[src/rtl/regfile_wb_arbiter_pkg.sv]
// Shared widths, constants and types for the register-file writeback arbiter.
// Stands in for the old defines.v so every file picks them up via import.
package regfile_wb_arbiter_pkg;

  localparam int RADDR_WIDTH_DEF = 5;
  localparam int RDATA_WIDTH_DEF = 32;
  localparam int RNUM_DEF        = 32;

  localparam int   ZERO_REG      = 0;
  localparam int   ZERO          = 0;
  localparam logic WRITE_ENABLE  = 1'b1;
  localparam logic WRITE_DISABLE = 1'b0;

  // Which requester wins when both ask in the same cycle
  typedef enum logic {
    PRIO_P0 = 1'b0,
    PRIO_P1 = 1'b1
  } prio_e;

endpackage

[src/rtl/regfile_wb_arbiter_rr_arb2.sv]
// Two-input round-robin arbiter: grant is combinational from the requests and
// the priority pointer, and the pointer flips to the loser after each grant.
module rr_arb2
  import regfile_wb_arbiter_pkg::*;
(
  input  logic       clk,
  input  logic       rst_n,
  input  logic [1:0] req,
  input  logic       advance,
  output logic [1:0] gnt
);

  prio_e prio;

  always_comb begin
    gnt = req;
    if (req == 2'b11) begin
      gnt = (prio == PRIO_P0) ? 2'b01 : 2'b10;
    end
  end

  // After serving a port, the other one becomes the favoured requester
  always_ff @(posedge clk or negedge rst_n) begin
    if (!rst_n) begin
      prio <= PRIO_P0;
    end else if (advance && (gnt != 2'b00)) begin
      prio <= gnt[0] ? PRIO_P1 : PRIO_P0;
    end
  end

endmodule

[src/rtl/regfile_wb_arbiter.sv]
// Shares the single regfile write port between the ALU and load-unit writeback
// paths, and tracks pending writes per register for the ID hazard check.
module regfile_wb_arbiter
  import regfile_wb_arbiter_pkg::*;
#(
  parameter int RADDR_WIDTH = RADDR_WIDTH_DEF,
  parameter int RDATA_WIDTH = RDATA_WIDTH_DEF,
  parameter int RNUM        = RNUM_DEF
) (
  input  logic                   clk_i,
  input  logic                   rst_i,
  input  logic                   wb0_valid_i,
  output logic                   wb0_ready_o,
  input  logic [RADDR_WIDTH-1:0] wb0_addr_i,
  input  logic [RDATA_WIDTH-1:0] wb0_data_i,
  input  logic                   wb1_valid_i,
  output logic                   wb1_ready_o,
  input  logic [RADDR_WIDTH-1:0] wb1_addr_i,
  input  logic [RDATA_WIDTH-1:0] wb1_data_i,
  input  logic                   issue_valid_i,
  input  logic [RADDR_WIDTH-1:0] issue_addr_i,
  input  logic [RADDR_WIDTH-1:0] chk_addr1_i,
  input  logic [RADDR_WIDTH-1:0] chk_addr2_i,
  output logic                   busy1_o,
  output logic                   busy2_o,
  output logic                   we_o,
  output logic [RADDR_WIDTH-1:0] waddr_o,
  output logic [RDATA_WIDTH-1:0] wdata_o
);

  localparam logic [RADDR_WIDTH-1:0] ZERO_ADDR = RADDR_WIDTH'(ZERO_REG);

  logic [1:0]             gnt;
  logic                   xfer;
  logic [RADDR_WIDTH-1:0] sel_addr;
  logic [RDATA_WIDTH-1:0] sel_data;
  logic [RNUM-1:0]        busy;
  logic [RNUM-1:0]        busy_nxt;

  rr_arb2 u_arb (
    .clk     (clk_i),
    .rst_n   (rst_i),
    .req     ({wb1_valid_i, wb0_valid_i}),
    .advance (xfer),
    .gnt     (gnt)
  );

  // Readies are the grants, held low while reset is asserted
  assign wb0_ready_o = gnt[0] & rst_i;
  assign wb1_ready_o = gnt[1] & rst_i;
  assign xfer        = wb0_ready_o | wb1_ready_o;

  assign sel_addr = gnt[1] ? wb1_addr_i : wb0_addr_i;
  assign sel_data = gnt[1] ? wb1_data_i : wb0_data_i;

  // Output stage drains every cycle; x0 transfers are accepted but never written
  always_ff @(posedge clk_i or negedge rst_i) begin
    if (!rst_i) begin
      we_o    <= WRITE_DISABLE;
      waddr_o <= '0;
      wdata_o <= RDATA_WIDTH'(ZERO);
    end else begin
      we_o <= (xfer && (sel_addr != ZERO_ADDR)) ? WRITE_ENABLE : WRITE_DISABLE;
      if (xfer) begin
        waddr_o <= sel_addr;
        wdata_o <= sel_data;
      end
    end
  end

  // Clear on commit, then set on issue, so a same-edge set keeps the bit high
  always_comb begin
    busy_nxt = busy;
    if (we_o) begin
      busy_nxt[waddr_o] = 1'b0;
    end
    if (issue_valid_i && (issue_addr_i != ZERO_ADDR)) begin
      busy_nxt[issue_addr_i] = 1'b1;
    end
  end

  always_ff @(posedge clk_i or negedge rst_i) begin
    if (!rst_i) begin
      busy <= '0;
    end else begin
      busy <= busy_nxt;
    end
  end

  assign busy1_o = (chk_addr1_i != ZERO_ADDR) && busy[chk_addr1_i];
  assign busy2_o = (chk_addr2_i != ZERO_ADDR) && busy[chk_addr2_i];

endmodule

[config.mk]
export PLATFORM = sky130hd
export DESIGN_NAME = regfile_wb_arbiter
export DESIGN_NICKNAME = d
export VERILOG_FILES = /design/src/rtl/regfile_wb_arbiter_pkg.sv /design/src/rtl/regfile_wb_arbiter_rr_arb2.sv /design/src/rtl/regfile_wb_arbiter.sv
export SDC_FILE = /design/constraint.sdc
export NUM_CORES = 1
export LEC_CHECK = 0
export BUFFER_PORTS_ARGS = -buffer_cell sky130_fd_sc_hd__buf_2
export CORE_ASPECT_RATIO = 0.6
export CORE_MARGIN = 10
export CORE_UTILIZATION = 40
export CTS_BUF_LIST = sky130_fd_sc_hd__clkbuf_8 sky130_fd_sc_hd__clkbuf_16
export CTS_CLUSTER_DIAMETER = 200
export DETAILED_ROUTE_END_ITERATION = 16
export PLACE_DENSITY = 0.67
export SYNTH_ARGS = -nofsm -noshare
export SYNTH_HDL_FRONTEND = slang
export SYNTH_SLANG_ARGS = --single-unit
[constraint.sdc]
create_clock -name clk_i -period 2.9 [get_ports clk_i]
set_input_delay 0.435 -clock clk_i [delete_from_list [all_inputs] [get_ports clk_i]]
set_output_delay 0.435 -clock clk_i [all_outputs]
set_load 0.005 [all_outputs]
==> impl_metrics.env, run 1 <==
export IMPL_ctsHoldBuffers=0
export IMPL_final_cell_mix="buf_2 (135), o21ai_0 (96), dfrtp_1 (70)"
export IMPL_synth_seq_cells=70
export IMPL_dieArea_um2=13500
export IMPL_fin_tns_setup_ns=0
export IMPL_cp_end_kind="output port"
export IMPL_syn_area_per_cell_um2=10.1
export IMPL_cp_arrival_ns=1.84
export IMPL_grt_start_max_net_pins=53
export IMPL_synthDistinctLibCells=36
export IMPL_wl_mm=11.6
export IMPL_p_total_mw=3.32
export IMPL_drt_initial_drc_count=213
export IMPL_hold_viol=0
export IMPL_finalNetCount=588
export IMPL_drv_cap=0
export IMPL_grt_pass1_vias=3582
export IMPL_max_vdd_ir_drop_mv=0.359
export IMPL_synthCells=364
export IMPL_crit_path_max_fanout=3
export IMPL_fin_crit_ns=2.27
export IMPL_rsz0062_at_grt="false"
export IMPL_synth_nets=458
export IMPL_num_rows=26
export IMPL_fmax_ghz=0.440
export IMPL_min_path_type="in -> async"
export IMPL_final_core_util=0.543
export IMPL_syn2layout_area_growth_pct=29.1
export IMPL_cts_tree="done"
export IMPL_numCtsBuffers=9
export IMPL_slew_headroom=0.314
export IMPL_antennaDiodeCount=0
export IMPL_initial_core_util=0.421
export IMPL_clkTransAtPathRegs_ns=0.05
export IMPL_io_buffer_count=135
export IMPL_core_area_um2=8720
export IMPL_drive_above_1_share=0.335
export IMPL_synth_area_um2=3670
export IMPL_yosysWarnings=0
export IMPL_path_class="reg -> out"
export IMPL_synth_edff_count=0
export IMPL_clock_latency_ns=0.33
export IMPL_htreeDepth=3
export IMPL_die_x_um=144
export IMPL_gp_congestion=0.928
export IMPL_worst_pin_slew_ns=1.03
export IMPL_ctsResizeCount=0
export IMPL_outcome="completed"
export IMPL_drc=0
export IMPL_start_kind="flop"
export IMPL_overflow=0
export IMPL_ioPinCount=136
export IMPL_slew_violations=0
export IMPL_first_pass_iters=4
export IMPL_setup_violations=0
export IMPL_via_per_inst=5.45
export IMPL_required_ns=2.47
export IMPL_p_leak_nw=2.25
export IMPL_vias=3332
export IMPL_antenna_found_initial=0
export IMPL_final_common_cell="buf_2"
export IMPL_grt_first_pass_wirelength_mm=18.8
export IMPL_fin_skew_ns=0.00464
export IMPL_ant_nets=0
export IMPL_hold_ws_ns=0.0992
export IMPL_powerDensity_nw_per_um2=701
export IMPL_min_period_over_period=0.783
export IMPL_grt_util_all_layers=0.176
export IMPL_clk_path_buf_depth=2
export IMPL_clock_root_buffer="clkbuf_16"
export IMPL_synthArstFlopShare=1.00
export IMPL_wl_per_cell_um=18.9
export IMPL_synth_main_ff_cell="dfrtp_1"
export IMPL_synth_seq_area_share=0.477
export IMPL_cts_setup_buffers=0
export IMPL_die_h_um=94.2
export IMPL_cts_sinks=70
export IMPL_dp_hpwl_mm=9.13
-- sequential cells by signal, indices dropped and copies added, names as in the netlist --
signal      cells
waddr_o         5
busy           31
we_o            1
wdata_o        32
u_arb.prio      1
-- final cells by class --
type,count,area [um^2]
Clock buffer,10,239
Clock inverter,6,61.3
Fill cell,787,3980
Inverter,6,22.5
Multi-Input combinational cell,268,1820
Sequential cell,70,1750
Tap cell,112,140
Timing Repair Buffer,139,706
-- routing by layer --
metal | track usage | share of wire
met1 | 0.228 | 0.44
met2 | 0.262 | 0.44
met3 | 0.0793 | 0.11
met4 | 0.0406 | 0.011
met5 | 0 | 0
-- through the flow --
step                area, um^2  cells  setup slack (ns)
finish                    4740    611             0.628
global route              4740    611             0.514
floorplan                 3670    364              1.00
detailed placement        4440    595             0.683
global placement          4440    595             0.718
CTS                       4740    611             0.617
-- final timing paths --
check                                     endpoint  cells after the start               startpoint  slack, ns
setup / recovery                           busy1_o                      5        busy[3]$_DFF_PN0_       0.63
hold / removal                   busy[3]$_DFF_PN0_                      1                    rst_i        0.1
setup reg to reg            waddr_o[0]$_DFFE_PN0P_                      4   u_arb.prio$_DFFE_PN0P_       1.22
hold reg to reg            wdata_o[31]$_DFFE_PN0P_                      2  wdata_o[31]$_DFFE_PN0P_       0.47
max in group asynchronous  wdata_o[13]$_DFFE_PN0P_                      2                    rst_i       1.76
min in group clk_i         wdata_o[25]$_DFFE_PN0P_                      3           wb1_data_i[25]       0.39
-- power by group --
| part | total (mW) | switching [mW] | leakage (nW) | internal [mW] |
|---|---|---|---|---|
| combinational | 0.756 | 0.376 | 1.30 | 0.380 |
| clock | 1.08 | 0.400 | 0.148 | 0.685 |
| sequential | 1.48 | 0.252 | 0.798 | 1.23 |
| total | 3.32 | 1.03 | 2.25 | 2.29 |
-- logic make-up (layout without fill, tap and decap cells) --
| kind of cell | Yosys count | after routing | share of synthesized area |
|---|---|---|---|
| buffers and inverters | 26 | 161 | 0.0338 |
| and+or+nand+nor | 83 | 83 | 0.111 |
| AOI/OAI and AO/OA | 123 | 123 | 0.183 |
| DFF | 70 | 70 | 0.477 |
| muxes | 62 | 62 | 0.194 |
-- Yosys cell counts, drive strengths merged, types with 4 or more instances --
master / n / area [um^2]
buf: 12 / 71.3
o21ai: 102 / 510
clkbuf: 8 / 30.0
or3b: 4 / 35.0
mux4: 6 / 146
o311ai: 4 / 35.0
dfrtp: 70 / 1750
nor2: 7 / 26.3
a22oi: 4 / 30.0
inv: 6 / 22.5
nor2b: 4 / 25.0
nand2: 43 / 161
a311oi: 4 / 35.0
mux2i: 51 / 510
nand3: 5 / 25.0
nand3b: 10 / 75.1
mux2: 5 / 56.3
-- critical path, stage by stage, from the launching register on --
cell     delay [ns]
dfrtp_1        0.43
mux4_1         0.50
mux2_2         0.27
nand3_1        0.08
nand4_1        0.08
buf_2          0.15
Note: power is estimated with default switching activity, not from simulation.
==> run 2, diff against run 1 <==
PLACE_DENSITY = 0.7   (was 0.67)
clock period = 1.9 ns   (was 2.9 ns; I/O delays follow)
==> impl_metrics.env, run 2 (synthesis gave the netlist of run 1 again) <==
export IMPL_violations="negative setup slack"
export IMPL_ioPinCount=136
export IMPL_grt_pass1_vias=3568
export IMPL_clkTransAtPathRegs_ns=0.06
export IMPL_grt_first_pass_wirelength_mm=18.9
export IMPL_clk_path_buf_depth=2
export IMPL_setup_violations=2
export IMPL_slew_headroom=0.591
export IMPL_drv_cap=0
export IMPL_ant_nets=0
export IMPL_via_per_inst=5.57
export IMPL_final_common_cell="buf_2"
export IMPL_antenna_found_initial=0
export IMPL_hold_viol=0
export IMPL_drc=0
export IMPL_fillCellCount=802
export IMPL_worst_pin_slew_ns=0.614
export IMPL_die_h_um=94.2
export IMPL_pre_cts_ws_ns=0.0536
export IMPL_cts_sinks=70
export IMPL_final_cell_mix="buf_2 (135), o21ai_0 (96), dfrtp_1 (70)"
export IMPL_hold_ws_ns=0.0265
export IMPL_wl_per_cell_um=19.2
export IMPL_drt_initial_drc_count=249
export IMPL_fmax_ghz=0.488
export IMPL_instances_no_fill=618
export IMPL_required_ns=1.62
export IMPL_powerDensity_nw_per_um2=1160
export IMPL_slew_violations=0
export IMPL_fin_tns_setup_ns=-0.293
export IMPL_min_path_type="in -> async"
export IMPL_dpl_cell_area_um2=4490
export IMPL_rsz0062_at_grt="true"
export IMPL_antennaDiodeCount=0
export IMPL_top_regs="wdata_o x32, busy x31, waddr_o x5"
export IMPL_final_cell_area_um2=4910
export IMPL_grt_start_max_net_pins=57
export IMPL_overflow=0
export IMPL_outcome="complete, but fails checks"
export IMPL_htreeDepth=3
export IMPL_start_kind="flop"
export IMPL_cp_end_kind="output port"
export IMPL_min_period_over_period=1.08
export IMPL_cts_tree="done"
export IMPL_grt_util_all_layers=0.176
export IMPL_path_class="reg -> out"
export IMPL_p_leak_nw=2.34
export IMPL_syn2layout_area_growth_pct=33.8
export IMPL_drive_above_1_share=0.354
export IMPL_place_inst=600
export IMPL_crit_path_max_fanout=3
export IMPL_io_buffer_count=135
export IMPL_wl_mm=11.9
export IMPL_largest_register="wdata_o"
export IMPL_largest_reg_flops=32
export IMPL_max_vdd_ir_drop_mv=0.544
export IMPL_finalNetCount=595
export IMPL_numCtsBuffers=9
export IMPL_cp_arrival_ns=1.77
export IMPL_initial_core_util=0.421
export IMPL_ctsHoldBuffers=0
export IMPL_dp_hpwl_mm=9.11
export IMPL_clock_root_buffer="clkbuf_16"
export IMPL_gp_congestion=0.938
export IMPL_num_rows=26
export IMPL_fin_skew_ns=0.00581
export IMPL_clock_latency_ns=0.33
export IMPL_dieArea_um2=13500
export IMPL_vias=3441
export IMPL_core_area_um2=8720
export IMPL_first_pass_iters=5
export IMPL_finalWorstSetupSlack_ns=-0.150
export IMPL_fin_crit_ns=2.05
export IMPL_die_x_um=144
==> run 2: cell types whose count changed in the layout (fill, tap and decap cells not counted), sizes merged <==
cell	delta
buf	+7
bufinv	+4
clkbuf	-1
clkinv	-4
inv	+1
==> run 2: layer usage <==
| layer | vias to the layer above | global-route usage | part of all wire |
|---|---|---|---|
| met1 | 1648 | 0.223 | 0.44 |
| met3 | 16 | 0.0657 | 0.091 |
| met4 | 0 | 0.0406 | 0.0092 |
| li1 | 1621 | - | - |
| met2 | 156 | 0.280 | 0.46 |
| met5 | - | 0 | 0 |
==> run 2: final cells by class <==
| cell class | instances | area, um^2 | share of cell area |
|---|---|---|---|
| clock buffers | 9 | 225 | 0.0459 |
| clock inverters | 7 | 161 | 0.0329 |
| inverters | 6 | 22.5 | 0.00459 |
| multi-input cells | 268 | 1840 | 0.375 |
| flip-flops and latches | 70 | 1750 | 0.357 |
| well taps | 112 | 140 | 0.0285 |
| repair buffers | 146 | 771 | 0.157 |
==> run 2: per-stage QoR <==
step                power (mW)   util
global route              5.98  0.563
global placement          3.38  0.515
finish                    5.71  0.563
floorplan                 2.82      -
detailed placement        3.45  0.515
CTS                       5.71  0.563
==> run 2: power by group <==
group	total (mW)	switching (mW)	leakage, nW	internal, mW
registers	2.27	0.397	0.798	1.87
logic	1.26	0.624	1.36	0.634
clock network	2.18	0.636	0.187	1.54
total	5.71	1.66	2.34	4.05
==> run 2: what timing repair did <==
| action | 4_1_cts | 5_1_grt |
|---|---|---|
| endpoints found under the setup margin | 2 | 2 |
| setup buffers | 2 | 0 |
| pin swaps | 1 | 0 |
| cloned | 0 | 0 |
| resized for setup | 7 | 0 |
==> run 2: critical path, cell delays in order (launching register included) <==
cell and delay [ns]:
dfrtp_1 0.41, mux4_2 0.48, mux2_4 0.28, nand3_2 0.05, nand4_1 0.07, buf_2 0.14
==> run 2: path summary, 6_finish.rpt <==
kind,from,to,slack [ns],cells after the start
hold reg to reg,wdata_o[29]$_DFFE_PN0P_,wdata_o[29]$_DFFE_PN0P_,0.47,2
max in group asynchronous,rst_i,wdata_o[24]$_DFFE_PN0P_,1.33,2
hold / removal,rst_i,busy[18]$_DFF_PN0_,0.03,2
setup reg to reg,u_arb.prio$_DFFE_PN0P_,we_o$_DFF_PN0_,0.38,4
min in group clk_i,wb1_data_i[7],wdata_o[7]$_DFFE_PN0P_,0.24,3
setup / recovery,busy[14]$_DFF_PN0_,busy1_o,-0.15,5
